$ cat config.mk
export PLATFORM = sky130hd
export DESIGN_NAME = countdown_ctrl
export DESIGN_NICKNAME = d
export VERILOG_FILES = /design/src/rtl/countdown_ctrl.sv
export SDC_FILE = /design/constraint.sdc
export NUM_CORES = 1
export LEC_CHECK = 0
export ABC_AREA = 1
export ABC_CLOCK_PERIOD_IN_PS = 3000
export BUFFER_PORTS_ARGS = -buffer_cell sky130_fd_sc_hd__buf_4
export CORE_MARGIN = 3
export CORE_UTILIZATION = 45
export CTS_CLUSTER_DIAMETER = 150
export CTS_CLUSTER_SIZE = 12
export DETAILED_ROUTE_END_ITERATION = 10
export SYNTH_ARGS = -nofsm -noshare
export SYNTH_HDL_FRONTEND = slang
export SYNTH_SLANG_ARGS = --single-unit
$ cat constraint.sdc
create_clock -name clk -period 3 [get_ports clk]
set_clock_uncertainty 0.05 [all_clocks]
set_input_delay 0.15 -clock clk [delete_from_list [all_inputs] [get_ports clk]]
set_output_delay 0.15 -clock clk [all_outputs]
set_load 0.02 [all_outputs]
$ cat src/rtl/countdown_ctrl.sv
// Countdown-alarm sequencer: assembles an HH:MM:SS BCD target from keypad digits,
// counts it down on a prescaled 1 Hz tick and holds the alarm for ALARM_TICKS seconds.
module countdown_ctrl #(
  parameter int unsigned TICK_DIV    = 50_000_000,
  parameter int unsigned ALARM_TICKS = 10
) (
  input  logic       clk,
  input  logic       reset,
  input  logic       key_valid,
  input  logic [3:0] key_digit,
  input  logic       cmd_load,
  input  logic       cmd_start,
  input  logic       cmd_pause,
  input  logic       cmd_clear,
  output logic [2:0] state,
  output logic [7:0] hh_bcd,
  output logic [7:0] mm_bcd,
  output logic [7:0] ss_bcd,
  output logic [2:0] digit_pos,
  output logic       alarm,
  output logic       done,
  output logic       err
);

  localparam logic [2:0] IDLE  = 3'd0;
  localparam logic [2:0] ENTRY = 3'd1;
  localparam logic [2:0] ARMED = 3'd2;
  localparam logic [2:0] RUN   = 3'd3;
  localparam logic [2:0] PAUSE = 3'd4;
  localparam logic [2:0] ALARM = 3'd5;

  localparam int unsigned PW = (TICK_DIV > 1) ? $clog2(TICK_DIV) : 1;
  localparam int unsigned AW = (ALARM_TICKS > 1) ? $clog2(ALARM_TICKS) : 1;
  localparam logic [PW-1:0] PRESC_MAX  = PW'(TICK_DIV - 1);
  localparam logic [AW-1:0] ALARM_LAST = AW'(ALARM_TICKS - 1);

  logic [2:0]    state_q, state_d;
  logic [7:0]    hh_q, hh_d, mm_q, mm_d, ss_q, ss_d;
  logic [2:0]    pos_q, pos_d;
  logic [PW-1:0] presc_q, presc_d;
  logic [AW-1:0] acnt_q, acnt_d;
  logic          done_q, done_d, err_q, err_d;

  logic       tick, value_zero, bad_digit, clr_val;
  logic       ss_borrow, mm_borrow;
  logic [7:0] hh_n, mm_n, ss_n;

  // Decrement one BCD pair; 00 wraps to {wrap_tens,9} (the caller handles the borrow).
  function automatic logic [7:0] dec_bcd(input logic [7:0] v, input logic [3:0] wrap_tens);
    if (v[3:0] != 4'd0)      return {v[7:4], v[3:0] - 4'd1};
    else if (v[7:4] != 4'd0) return {v[7:4] - 4'd1, 4'd9};
    else                     return {wrap_tens, 4'd9};
  endfunction

  assign tick       = (presc_q == PRESC_MAX);
  assign value_zero = ({hh_q, mm_q, ss_q} == 24'd0);
  assign bad_digit  = (key_digit > 4'd9) ||
                      (((pos_q == 3'd2) || (pos_q == 3'd4)) && (key_digit > 4'd5));
  assign ss_borrow  = (ss_q == 8'h00);
  assign mm_borrow  = ss_borrow && (mm_q == 8'h00);
  assign ss_n       = dec_bcd(ss_q, 4'd5);
  assign mm_n       = ss_borrow ? dec_bcd(mm_q, 4'd5) : mm_q;
  assign hh_n       = mm_borrow ? dec_bcd(hh_q, 4'd9) : hh_q;

  always_comb begin
    // NOTE: every signal written here gets a default first, so no path can infer a latch.
    state_d = state_q;
    hh_d    = hh_q;
    mm_d    = mm_q;
    ss_d    = ss_q;
    pos_d   = pos_q;
    presc_d = presc_q;
    acnt_d  = acnt_q;
    done_d  = 1'b0;
    err_d   = 1'b0;
    clr_val = 1'b0;

    // Only commands meaningful in the current state take part in the priority chain.
    case (state_q)
      IDLE: begin
        if (cmd_clear)     clr_val = 1'b1;
        else if (cmd_load) begin state_d = ENTRY; clr_val = 1'b1; end
      end
      ENTRY: begin
        if (cmd_clear)      begin state_d = IDLE; clr_val = 1'b1; end
        else if (cmd_load)  clr_val = 1'b1;
        else if (key_valid) begin
          if (bad_digit) err_d = 1'b1;
          else begin
            case (pos_q)
              3'd0:    hh_d[7:4] = key_digit;
              3'd1:    hh_d[3:0] = key_digit;
              3'd2:    mm_d[7:4] = key_digit;
              3'd3:    mm_d[3:0] = key_digit;
              3'd4:    ss_d[7:4] = key_digit;
              default: ss_d[3:0] = key_digit;
            endcase
            if (pos_q == 3'd5) begin state_d = ARMED; pos_d = 3'd0; end
            else pos_d = pos_q + 3'd1;
          end
        end
      end
      ARMED: begin
        if (cmd_clear)      begin state_d = IDLE;  clr_val = 1'b1; end
        else if (cmd_load)  begin state_d = ENTRY; clr_val = 1'b1; end
        else if (cmd_start) begin
          if (value_zero) err_d = 1'b1;
          else begin state_d = RUN; presc_d = '0; end
        end
      end
      RUN: begin
        if (cmd_clear)      begin state_d = IDLE;  clr_val = 1'b1; end
        else if (cmd_load)  begin state_d = ENTRY; clr_val = 1'b1; end
        else if (cmd_pause) state_d = PAUSE;
        else if (tick) begin
          presc_d = '0;
          hh_d    = hh_n;
          mm_d    = mm_n;
          ss_d    = ss_n;
          if ({hh_n, mm_n, ss_n} == 24'd0) begin
            state_d = ALARM;
            done_d  = 1'b1;
            acnt_d  = '0;
          end
        end else presc_d = presc_q + 1'b1;
      end
      PAUSE: begin
        if (cmd_clear)      begin state_d = IDLE;  clr_val = 1'b1; end
        else if (cmd_load)  begin state_d = ENTRY; clr_val = 1'b1; end
        else if (cmd_start) state_d = RUN;
      end
      ALARM: begin
        if (cmd_clear)     begin state_d = IDLE;  clr_val = 1'b1; end
        else if (cmd_load) begin state_d = ENTRY; clr_val = 1'b1; end
        else if (tick) begin
          presc_d = '0;
          if (acnt_q == ALARM_LAST) begin state_d = IDLE; clr_val = 1'b1; end
          else acnt_d = acnt_q + 1'b1;
        end else presc_d = presc_q + 1'b1;
      end
      default: begin state_d = IDLE; clr_val = 1'b1; end
    endcase

    if (clr_val) begin
      hh_d    = 8'h00;
      mm_d    = 8'h00;
      ss_d    = 8'h00;
      pos_d   = 3'd0;
      presc_d = '0;
    end
  end

  // NOTE: sequential state uses non-blocking assignments so all flops update together.
  always_ff @(posedge clk or posedge reset) begin
    if (reset) begin
      state_q <= IDLE;
      hh_q    <= 8'h00;
      mm_q    <= 8'h00;
      ss_q    <= 8'h00;
      pos_q   <= 3'd0;
      presc_q <= '0;
      acnt_q  <= '0;
      done_q  <= 1'b0;
      err_q   <= 1'b0;
    end else begin
      state_q <= state_d;
      hh_q    <= hh_d;
      mm_q    <= mm_d;
      ss_q    <= ss_d;
      pos_q   <= pos_d;
      presc_q <= presc_d;
      acnt_q  <= acnt_d;
      done_q  <= done_d;
      err_q   <= err_d;
    end
  end

  assign state     = state_q;
  assign hh_bcd    = hh_q;
  assign mm_bcd    = mm_q;
  assign ss_bcd    = ss_q;
  assign digit_pos = pos_q;
  assign alarm     = (state_q == ALARM);
  assign done      = done_q;
  assign err       = err_q;

endmodule

After elaboration in Yosys (flattened, before gate mapping)

Index checks and enable logic that the tools add are counted.

Logic and storage cells: 232
Output and inout port bits: 33
Input bits: 11
Register bits: 62

Order comparisons: 2
Eq/ne operators: 57
Mux-type cells: 119
Reductions and logical operators: 33
$add $sub $neg: 9

Operators with widths:

| operator                                              | count |
|---|---|
| two-way mux 26 bit                                    | 11 |
| two-way mux 8 bit                                     | 35 |
| two-way mux 3 bit                                     | 30 |
| AND reduction 10 bit                                  | 8 |
| one-hot mux 26 bit (3 select lines)                   | 1 |
| two-way mux 4 bit                                     | 15 |
| inequality test 3 bit, second input constant          | 19 |
| zero test 24 bit                                      | 2 |
| one-hot mux 8 bit (2 select lines)                    | 3 |
| nonzero test 4 bit                                    | 7 |
| adder 26 x 1 -> 26 bit, second input constant         | 1 |
| == test 26 bit, second input constant                 | 1 |
| subtractor 4 x 1 -> 4 bit, second input constant      | 6 |
| two-way mux 1 bit                                     | 20 |
| inequality test 2 bit, second input constant          | 10 |
| one-hot mux 3 bit (6 select lines)                    | 1 |
| zero test 8 bit                                       | 2 |
| inequality test 3 x 2 -> 1 bit, second input constant | 5 |
| AND reduction 13 bit                                  | 1 |
| == test 3 x 2 -> 1 bit, second input constant         | 4 |
| == test 3 bit, second input constant                  | 4 |
| inequality test 4 bit, second input constant          | 3 |
| inequality test 5 bit, second input constant          | 2 |
| OR reduction 5 bit                                    | 2 |
| 16 further kinds                                      | 27 |

Longest topological paths before layout

Word-level depth: 11
Gate-level depth with buffers: 17
Mapped depth without buffers: 17

Worst setup path after synthesis

Ideal clock, no wire load.

Kind: reg2reg
From: register state_q[1] (netlist: state[1])
To: register presc_q[24]
Path buffers: 0
Stages on the path, launching flop included: 12
Library setup time: 0.077 ns
Data arrival time: 2.047 ns
Setup slack: 0.826 ns
Data required time: 2.873 ns
Path through: dfrtp_1 -> inv_1 -> nand3_2 -> clkinv_1 -> nand2_1 -> nand2_1 -> nor4_2 -> nand2_2 -> nand2_2 -> nand4_1 -> or2_1 -> a21oi_1

Elaborated cells on any way between the ends: 21
Classes of those cells: 14 x eq/ne; 3 x mux; 4 x reduce/logical

RTL lines:

| what                                                    | line | source |
|---|---|---|
| start: declaration                                      | 37   | `logic [2:0] state_q, state_d;` |
| start signal: assignment                                | 166  | `state_q <= state_d;` |
| == test 3 bit (*)                                       | n/a  |  |
| via alarm                                               | 20   | `output logic alarm,` |
| one-hot mux 1 bit (2 select lines)                      | 79   | `case (state_q)` |
| inequality test 3 bit (no line) (tied with other cells) | n/a  |  |
| AND reduction 10 bit (no line)                          | n/a  |  |
| end signal: assignment                                  | 171  | `presc_q <= presc_d;` |
| end: declaration                                        | 40   | `logic [PW-1:0] presc_q, presc_d;` |

The timed path passes the listed nets; every way through them passes the cells marked *.
A chain may end at the register's enable or synchronous reset.

Worst setup path after layout

From: register ss_q[0] (netlist: ss_bcd[0])
To: register presc_q[8]

Longest elaborated chain between the ends: 3

Ends and longest elaborated chain:

| what                            | line | source |
|---|---|---|
| start: declaration              | 38   | `logic [7:0] hh_q, hh_d, mm_q, mm_d, ss_q, ss_d;` |
| start signal: assignment        | 169  | `ss_q <= ss_d;` |
| zero test 24 bit                | 56   | `assign value_zero = ({hh_q, mm_q, ss_q} == 24'd0);` |
| inequality test 3 bit (no line) | n/a  |  |
| AND reduction 10 bit (no line)  | n/a  |  |

No other way between the ends.

==> metrics.csv <==
metric,value,unit
multi_input_area,0.00245,sq mm
hpwl,9760,um
synthXorXnorAreaFrac,0.0119,
p_sw,1.52,mW
synth.distinct_cells,43,
area_growth_syn_to_layout,18.0,%
tightest_slew,0.624,ns
cp_data_arrival_time,2.78,ns
cts_tree,done,
yosys_most_used_dff,dfrtp_1,
final_hold_viol_count,0,
worstPathRequired,3.22,ns
clk_pin_slew,0.07,ns
cts_sinks,62,
seqCellArea,0.00155,sq mm
ys_seq_area_frac,0.351,
crit_path_end_kind,flop,
post_drt_via_cell_ratio,5.42,
start_util,0.470,
n_fill_cell,948,
num_rows,35,
place_area,0.00497,sq mm
powerDensity,675,mW/mm^2
fin_area,0.00522,sq mm
ir_drop,0.000343,V
nNetsFinal,746,
path_buf_inv,0,
cpMostUsedCell,nand2_2,
max_cap_violations,0,
fmax,391,MHz
drt_iter0_markers,280,
setup_viol,0,
grt.total_usage,0.236,
yosys.area.top_type_share,0.351,
status,finished clean,
cts_setup_buffers,0,
ctsHoldBuffers,2,
ioPinCount,44,
cts_buffer_depth,2,
synth_cells,670,
root_buffer,clkbuf_8,
gp_congestion,0.913,
netSwitchingFraction,0.432,
io_buffers,43,
antenna_found_initial,0,
numCtsBuffers,9,
yosysMostFrequentCell,nand2_1,
intPower,2.00,mW
synth_fp_nets,685,
drive_above_1_share,0.137,
core-area,0.00942,sq mm
synthMuxAreaShare,0,
critPathKind,reg -> reg,
synth-simple-area-share,0.356,
synth-edff-count,0,
cp_slowest_cell,dfrtp_1,
drv_slew,0,
yosysTopAreaCell,dfrtp_1,
cts_htree_levels,3,
grt_pass1_vias,4245,
critPathLaunchType,flop,
min_path_type,in -> reg,
grt_max_degree,27,
drc,0,
p_clk_frac,0.248,
pwr-share-seq,0.303,
reg2reg_slack,0.44,ns
die-height,105,um
vias,4690,
rsz0062_at_grt,false,
grt_pass1_wl,21300,um
die-area,0.0111,sq mm
cp_slowest_stage_delay,0.43,ns
slew_headroom,0.581,
finalSetupTns,0,ns
critPathMaxFanout,16,
path_delay_family,simple AND/OR/NAND/NOR gates,
ys_seq_elements,62,
synth.area.top_cells,"dfrtp_1 35%, nand2_1 14%, inv_1 7.6%",
routed_wl,12800,um
synthArstFlopShare,1.00,
synthAdderAreaFrac,0.0113,
synth_warnings,0,
die_width,105,um
synth_commonest_cells,"167 x nand2_1, 89 x inv_1, 72 x nor2_1",
synth_compound_area_frac,0.175,
setup_ws,0.443,ns
power_frac_comb,0.450,
dp_slack,0.415,ns
synth_top_family_by_area,simple AND/OR/NAND/NOR gates,
antenna_left,0,
dr.pass1.iters,7,
wl_per_cell,14.8,um
final.period_utilization,0.852,
antenna_cells,0,
avgSynthCellArea,6.60,sq um
clock_latency,0.35,ns
period_minus_slack,2.56,ns
crit_chain,"nor2_2, nand2_2, nor2_4, nand2_2, nor2_1, nand4_1, nand2_2, nand2_2, nand2_1, o21ai_0, a21oi_1",
cts_resized,0,
leakage,2.47,nW
netlist_area,0.00442,sq mm
overflow,0,
power by group through the flow:
stage,clock [mW],sequential [mW],combinational (mW)
floorplan,0,1.15,0.991
global placement,0,1.08,1.56
detailed placement,0,1.08,1.57
CTS,0.883,1.07,1.58
global route,0.925,1.09,1.78
finish,0.872,1.07,1.58
placed cells by master, fill, tap and decap left out, types with 12 or more instances in the layout:
cell,count
nand2_1,167
inv_1,88
nor2_1,72
dfrtp_1,62
buf_4,57
a21oi_1,50
nand3_1,49
o21ai_0,46
nand4_1,17
nor3_1,17
clkbuf_8,12
final timing paths:
kind | startpoint | end | cells after the start
setup / recovery | ss_bcd[0] | presc_q[8] | 11
hold / removal | key_valid | err | 3
setup reg to reg | ss_bcd[0] | presc_q[8] | 11
hold reg to reg | presc_q[22] | presc_q[22] | 1
max in group asynchronous | reset | err | 4
min in group asynchronous | reset | presc_q[18] | 3
through the flow:
step                cells  power (mW)   util  hold WS (ns)
floorplan             670        2.14      -         0.173
global placement      847        2.63  0.528         0.184
detailed placement    847        2.65  0.528         0.192
CTS                   865        3.52  0.555        0.0526
global route          865        3.79  0.555        0.0721
finish                865        3.52  0.555        0.0628
flip-flops by register name (all words and copies together) (netlist names):
| name | flops |
|---|---|
| presc_q | 26 |
| hh_bcd | 8 |
| mm_bcd | 8 |
| ss_bcd | 8 |
| acnt_q | 4 |
| digit_pos | 3 |
| state | 3 |
| done | 1 |
| err | 1 |
final cells by class:
cell class,instances,area share
multi-input combinational,500,0.470
sequential,62,0.297
timing repair buffer,59,0.0858
inverter,99,0.0712
clock buffer,13,0.0324
tap,129,0.0309
clock inverter,3,0.0125
worst min-delay path, cell delays in order:
cell	delay [ns]
buf_4	0.12
nand3_1	0.07
o22ai_1	0.07
metal layers:
metal	GRT usage	share of wire	vias to the layer above	wire (um)
met5	0	0	-	0
met4	0.0506	0.0098	0	125
met3	0.0544	0.076	11	976
met2	0.330	0.41	179	5300
met1	0.368	0.50	2168	6410
li1	-	-	2332	-
cells by family (layout without fill, tap and decap cells):
family / count (synthesis) / count (layout)
XOR/XNOR: 6 / 6
AO/OA/AOI/OAI: 139 / 139
flip-flops: 62 / 62
buffers and inverters: 108 / 174
AND/OR/NAND/NOR: 351 / 351
adder cells (fa/ha/maj): 4 / 4
No activity file was read; power rests on OpenSTA's default activity.
